===== src/rtl/beam_pkg.sv =====
// Shared definitions for the beam-forming scan controller: FSM states, default
// geometry and the shift-to-LED direction map used by the LED driver too.
package beam_pkg;

  localparam int DEF_DATA_WIDTH = 16;
  localparam int DEF_WINDOW     = 30;
  localparam int DEF_NUM_SHIFTS = 60;
  localparam int DEF_ACC_WIDTH  = 22;

  typedef enum logic [2:0] {
    IDLE,
    CAPTURE,
    SCAN,
    UPDATE,
    DONE
  } state_t;

  // Bands are narrower at the extremes where the angular resolution is coarse.
  function automatic logic [7:0] shift_to_led(input logic [5:0] shift);
    logic [7:0] led;
    if (shift <= 6'd2)       led = 8'h01;
    else if (shift <= 6'd9)  led = 8'h02;
    else if (shift <= 6'd19) led = 8'h04;
    else if (shift <= 6'd29) led = 8'h08;
    else if (shift <= 6'd39) led = 8'h10;
    else if (shift <= 6'd49) led = 8'h20;
    else if (shift <= 6'd56) led = 8'h40;
    else                     led = 8'h80;
    return led;
  endfunction

endpackage


===== src/rtl/sad_accum.sv =====
// Serial sum-of-absolute-differences accumulator: one |a-b| term per enabled
// cycle, cleared synchronously by clear.
module sad_accum #(
  parameter int DATA_WIDTH = 16,
  parameter int ACC_WIDTH  = 22
) (
  input  logic                  clk,
  input  logic                  reset,
  input  logic                  clear,
  input  logic                  enable,
  input  logic [DATA_WIDTH-1:0] a,
  input  logic [DATA_WIDTH-1:0] b,
  output logic [ACC_WIDTH-1:0]  acc
);

  logic [DATA_WIDTH:0] diff;
  logic [DATA_WIDTH:0] mag;
  logic [ACC_WIDTH-1:0] acc_reg;

  // Sign-extend by one bit so the difference of any two samples cannot wrap.
  always_comb begin
    diff = {a[DATA_WIDTH-1], a} - {b[DATA_WIDTH-1], b};
    mag  = diff[DATA_WIDTH] ? (~diff + 1'b1) : diff;
  end

  always_ff @(posedge clk or negedge reset) begin
    if (!reset) begin
      acc_reg <= '0;
    end else if (clear) begin
      acc_reg <= '0;
    end else if (enable) begin
      acc_reg <= acc_reg + {{(ACC_WIDTH-DATA_WIDTH-1){1'b0}}, mag};
    end
  end

  assign acc = acc_reg;

endmodule


===== src/rtl/beam_scan_ctrl.sv =====
// Frame capture, shift scan and minimum-SAD tracking for the two-microphone
// correlator; publishes the winning shift as an LED direction pattern.
module beam_scan_ctrl
  import beam_pkg::*;
#(
  parameter int DATA_WIDTH = DEF_DATA_WIDTH,
  parameter int WINDOW     = DEF_WINDOW,
  parameter int NUM_SHIFTS = DEF_NUM_SHIFTS,
  parameter int ACC_WIDTH  = DEF_ACC_WIDTH
) (
  input  logic                  clk,
  input  logic                  reset,
  input  logic                  start,
  input  logic                  continuous,
  input  logic                  sample_valid,
  input  logic [DATA_WIDTH-1:0] left_in,
  input  logic [DATA_WIDTH-1:0] right_in,
  output logic                  busy,
  output logic                  overrun,
  output logic                  result_valid,
  output logic [5:0]            best_shift,
  output logic [ACC_WIDTH-1:0]  best_sad,
  output logic [7:0]            led_pattern
);

  localparam int FRAME = 3 * WINDOW;
  localparam int CNT_W = $clog2(FRAME);
  localparam int J_W   = $clog2(WINDOW);

  state_t state_reg, state_next;

  logic [CNT_W-1:0]     cnt_reg;
  logic [J_W-1:0]       j_reg;
  logic [5:0]           s_reg;
  logic [5:0]           win_reg;
  logic [ACC_WIDTH-1:0] min_reg;
  logic [ACC_WIDTH-1:0] acc;

  logic [DATA_WIDTH-1:0] left_mem  [FRAME];
  logic [DATA_WIDTH-1:0] right_mem [WINDOW];

  logic cnt_last, j_last, s_last, in_ref_window;
  logic [CNT_W-1:0] l_raddr;
  logic [J_W-1:0]   r_waddr;

  assign cnt_last      = (cnt_reg == CNT_W'(FRAME - 1));
  assign j_last        = (j_reg == J_W'(WINDOW - 1));
  assign s_last        = (s_reg == 6'(NUM_SHIFTS - 1));
  assign in_ref_window = (cnt_reg >= CNT_W'(WINDOW)) && (cnt_reg < CNT_W'(2 * WINDOW));
  assign l_raddr       = CNT_W'(j_reg) + CNT_W'(s_reg);
  assign r_waddr       = J_W'(cnt_reg - CNT_W'(WINDOW));

  // Only the middle third of the right channel is ever compared against.
  always_ff @(posedge clk) begin
    if (state_reg == CAPTURE && sample_valid) begin
      left_mem[cnt_reg] <= left_in;
      if (in_ref_window) begin
        right_mem[r_waddr] <= right_in;
      end
    end
  end

  sad_accum #(
    .DATA_WIDTH(DATA_WIDTH),
    .ACC_WIDTH (ACC_WIDTH)
  ) u_sad (
    .clk   (clk),
    .reset (reset),
    .clear (state_reg != SCAN),
    .enable(state_reg == SCAN),
    .a     (left_mem[l_raddr]),
    .b     (right_mem[j_reg]),
    .acc   (acc)
  );

  always_ff @(posedge clk or negedge reset) begin
    if (!reset) begin
      state_reg <= IDLE;
    end else begin
      state_reg <= state_next;
    end
  end

  always_comb begin
    state_next = state_reg;
    case (state_reg)
      IDLE:    if (start) state_next = CAPTURE;
      CAPTURE: if (sample_valid && cnt_last) state_next = SCAN;
      SCAN:    if (j_last) state_next = UPDATE;
      UPDATE:  state_next = s_last ? DONE : SCAN;
      DONE:    state_next = continuous ? CAPTURE : IDLE;
      default: state_next = IDLE;
    endcase
  end

  assign busy    = (state_reg == CAPTURE) || (state_reg == SCAN) || (state_reg == UPDATE);
  assign overrun = sample_valid && ((state_reg == SCAN) || (state_reg == UPDATE));

  always_ff @(posedge clk or negedge reset) begin
    if (!reset) begin
      cnt_reg      <= '0;
      j_reg        <= '0;
      s_reg        <= '0;
      win_reg      <= '0;
      min_reg      <= '0;
      result_valid <= 1'b0;
      best_shift   <= '0;
      best_sad     <= '0;
      led_pattern  <= 8'h00;
    end else begin
      result_valid <= 1'b0;
      case (state_reg)
        IDLE: cnt_reg <= '0;
        CAPTURE: begin
          if (sample_valid) begin
            cnt_reg <= cnt_last ? '0 : cnt_reg + 1'b1;
            if (cnt_last) begin
              s_reg   <= '0;
              j_reg   <= '0;
              win_reg <= '0;
              min_reg <= '1;
            end
          end
        end
        SCAN: j_reg <= j_last ? '0 : j_reg + 1'b1;
        UPDATE: begin
          // Strict compare: equal SADs keep the earlier shift.
          if (acc < min_reg) begin
            min_reg <= acc;
            win_reg <= s_reg;
          end
          if (!s_last) s_reg <= s_reg + 1'b1;
          j_reg <= '0;
        end
        DONE: begin
          best_shift   <= win_reg;
          best_sad     <= min_reg;
          led_pattern  <= shift_to_led(win_reg);
          result_valid <= 1'b1;
          cnt_reg      <= '0;
        end
        default: cnt_reg <= '0;
      endcase
    end
  end

endmodule


===== config.mk =====
export PLATFORM = sky130hd
export DESIGN_NAME = beam_scan_ctrl
export DESIGN_NICKNAME = d
export VERILOG_FILES = /design/src/rtl/beam_pkg.sv /design/src/rtl/sad_accum.sv /design/src/rtl/beam_scan_ctrl.sv
export SDC_FILE = /design/constraint.sdc
export NUM_CORES = 2
export LEC_CHECK = 0
export CELL_PAD_IN_SITES_DETAIL_PLACEMENT = 0
export CELL_PAD_IN_SITES_GLOBAL_PLACEMENT = 2
export CORE_MARGIN = 1.5
export CORE_UTILIZATION = 44
export DETAILED_ROUTE_END_ITERATION = 8
export PLACE_DENSITY_LB_ADDON = 0.05
export SYNTH_ARGS = -nofsm -noshare
export SYNTH_HDL_FRONTEND = slang
export SYNTH_SLANG_ARGS = --single-unit

===== constraint.sdc =====
create_clock -name clk -period 10 [get_ports clk]
set_clock_uncertainty 0.1 [all_clocks]
set_input_delay 1 -clock clk [delete_from_list [all_inputs] [get_ports clk]]
set_output_delay 1 -clock clk [all_outputs]
set_load 0.1 [all_outputs]

==> results.json <==
{
  "status": "completed",
  "arrival_ns": 9.79,
  "synth_area_leaders": "edfxtp_1, mux4_2, dfrtp_1, ha_1, nor2_1",
  "antenna_found_initial": 8,
  "critical-path-top-delay-family": "compound AO/OA/AOI/OAI gates",
  "synth_flop_cell": "edfxtp_1",
  "ant_nets": 0,
  "hp-class": "reg -> reg",
  "setup_violations": 0,
  "r2r_slack_ns": 0.81,
  "hpwlAfterDp_mm": 122,
  "grt_pass1_wl_mm": 293,
  "hold_end": "best_sad[6]",
  "crit_path_max_incr_delay_ns": 0.83,
  "netlist_area_sq_um": 80500,
  "crit_path_start_kind": "register",
  "syn_avg_cell_area_sq_um": 21.4,
  "place_congestion": 0.816,
  "dieHeight_um": 431,
  "drc": 0,
  "drt-pass1-iter-count": 5,
  "drive_gt1_frac": 0.276,
  "track_usage": 0.223,
  "ys_ff_latch": 2028,
  "slowest_stage": "fa_4",
  "largest_reg_flops": 1440,
  "initial_core_util": 0.444,
  "critPathBufInv": 3,
  "grt_start_max_net_pins": 105,
  "cts_resized": 0,
  "path_clk_slew_ns": 0.06,
  "area_growth_pct": 14.4,
  "async_flop_share": 0.0533,
  "clk_latency_ns": 0.85,
  "nets": 4180,
  "cts_buffers": 211,
  "dpl.cell_count": 6222,
  "wirelength_mm": 204,
  "fillers": 14300,
  "cts-htree-levels": 4,
  "drv_slew": 0,
  "synthAdderAreaFrac": 0.0123,
  "synthSimpleGateAreaFrac": 0.0253,
  "cts_tree": "done",
  "holdCritStartpoint": "best_sad[6]",
  "register_area_sq_um": 60400,
  "pin_count": 76,
  "grt_overflow": 0,
  "synthMuxAreaShare": 0.176,
  "hold_depth": 2,
  "rsz0062_at_grt": "false",
  "worstPathRequired_ns": 10.61,
  "viasPerCell": 5.83,
  "clock-root-buffer": "clkbuf_16",
  "synth_compound_area_frac": 0.0190,
  "critPathMaxFanout": 52,
  "vias": 38600,
  "io_buffer_count": 75,
  "cts.path.max_buffers": 3,
  "synth_nets": 3873,
  "yosys.area_share.xor_xnor": 0.00555,
  "drt_iter0_drc": 3574,
  "maxCapViolations": 0,
  "post_cts_buffers": 0,
  "relSlewSlack": 0.217,
  "crit_path_end_kind": "register",
  "stdcell_count": 6620,
  "preCtsSetupSlack_ns": 0.827,
  "worstSetupPathType": "reg -> reg",
  "cpMostUsedCell": "mux4_2",
  "synth_top_family_by_area": "multiplexers",
  "synth_edf_count": 1920,
  "max_freq_mhz": 109,
  "reg_top3": "left_mem (1440), right_mem (480)",
  "ys_types": 65,
  "regMostFlops": "left_mem",
  "finalHoldViolations": 0,
  "fin_crit_ns": 9.19,
  "synthCells": 3759,
  "core_area_sq_um": 181000,
  "tightest_slew_ns": 1.17,
  "die_w_um": 431,
  "dieArea_sq_um": 185000,
  "cts_hold_buffers": 1,
  "fin_tns_setup_ns": 0,
  "wl_per_cell_um": 30.9,
  "cts_sinks": 2028,
  "synth_top_area_share": 0.716,
  "yosysWarnings": 0,
  "ff2ff_path_depth": 29,
  "r2r_start": "s_reg[0]",
  "seq_area_frac_synth": 0.750,
  "grt_pass1_vias": 40100,
  "multi_input_area_sq_um": 19300,
  "fin_crit_sh": 0.919,
  "r2r_end": "u_sad.acc[19]",
  "final.setup.worst_slack_ns": 0.813,
  "rows": 156,
  "yosysTopAreaCell": "edfxtp_1"
}
## worst max path at each step
stage | startpoint | to | cells after the start
3_5_place_dp | s_reg[0] | u_sad.acc[19] | 29
4_1_cts | s_reg[0] | u_sad.acc[19] | 29
2_1_floorplan | j_reg[1] | u_sad.acc[21] | 34
5_1_grt | s_reg[0] | u_sad.acc[19] | 29
6_report | s_reg[0] | u_sad.acc[19] | 29
3_3_place_gp | s_reg[0] | u_sad.acc[19] | 29
## per-stage QoR
step	cell area, sq um	hold slack [ns]	utilization
2_1_floorplan	80500	0.377	-
3_3_place_gp	85300	0.368	0.471
3_5_place_dp	85300	0.370	0.471
4_1_cts	92100	0.294	0.508
5_1_grt	92100	0.355	0.508
6_report	92100	0.378	0.508
## metal layers
layer / global-route usage / share of wire / routed length (um)
met1: 0.309 / 0.42 / 86200
met2: 0.369 / 0.50 / 102000
met3: 0.0344 / 0.056 / 11400
met4: 0.0639 / 0.026 / 5270
met5: 0 / 0.000064 / 13
## synth_stat cells, types with 8 or more instances
cell type,number
mux2_2,25
o21ai_0,61
nand2b_1,10
nor2_1,213
dfrtp_1,108
and2_1,8
a211oi_1,31
mux2i_1,57
clkbuf_1,109
mux4_2,592
ha_1,74
xor2_1,23
o31ai_1,10
a21oi_1,54
buf_1,21
nand3_1,16
inv_1,45
and3_1,8
nand4_1,11
o21ai_1,15
buf_2,44
edfxtp_1,1920
xnor2_1,28
a21o_1,28
nand2_1,126
nor2b_1,36
## logic make-up (layout without fill, tap and decap cells)
family / after synthesis / in the layout
flip-flops: 2028 / 2028
buffers and inverters: 226 / 715
AO/OA/AOI/OAI: 243 / 243
adder cells (fa/ha/maj): 77 / 77
other: 0 / 2
AND/OR/NAND/NOR: 460 / 460
XOR/XNOR: 51 / 51
multiplexers: 674 / 674
## worst min-delay path: cells and delay by family, from the launching register on
kind	cells	cell delay, ns
compound gates	1	0.06
simple gates	1	0.05
flops	1	0.34
## layout by cell type (no fill, tap or decap), drive strengths merged, types with 4 or more instances in the layout
| cell | n |
|---|---|
| clkbuf | 256 |
| nand2b | 10 |
| inv | 51 |
| o211ai | 5 |
| nand2 | 126 |
| o21ai | 76 |
| a21oi | 54 |
| nor3b | 7 |
| xor2 | 23 |
| mux4 | 592 |
| xnor2 | 28 |
| or3 | 4 |
| nor2 | 213 |
| bufinv | 17 |
| a21o | 28 |
| a31oi | 8 |
| clkdlybuf4s50 | 58 |
| nor2b | 36 |
| ha | 74 |
| edfxtp | 1920 |
| or2 | 4 |
| nand3 | 16 |
| o311ai | 4 |
| a211oi | 31 |
| o31ai | 10 |
| buf | 215 |
| mux2 | 25 |
| mux2i | 57 |
| and2 | 8 |
| nor3 | 9 |
| nand4 | 11 |
| clkinv | 109 |
| and3 | 8 |
| clkinvlp | 8 |
| dfrtp | 108 |
## cell type report
| cell class | instances | area share |
|---|---|---|
| antenna | 2 | 0.0000544 |
| clock buffer | 256 | 0.0605 |
| clock inverter | 139 | 0.0134 |
| inverter | 46 | 0.00188 |
| multi-input combinational | 1505 | 0.210 |
| sequential | 2028 | 0.656 |
| tap | 2370 | 0.0322 |
| timing repair buffer | 274 | 0.0267 |
Power is left out: the tool's default activity adds up to more than one toggle a clock period on the data nets, which glitch-free logic cannot reach.
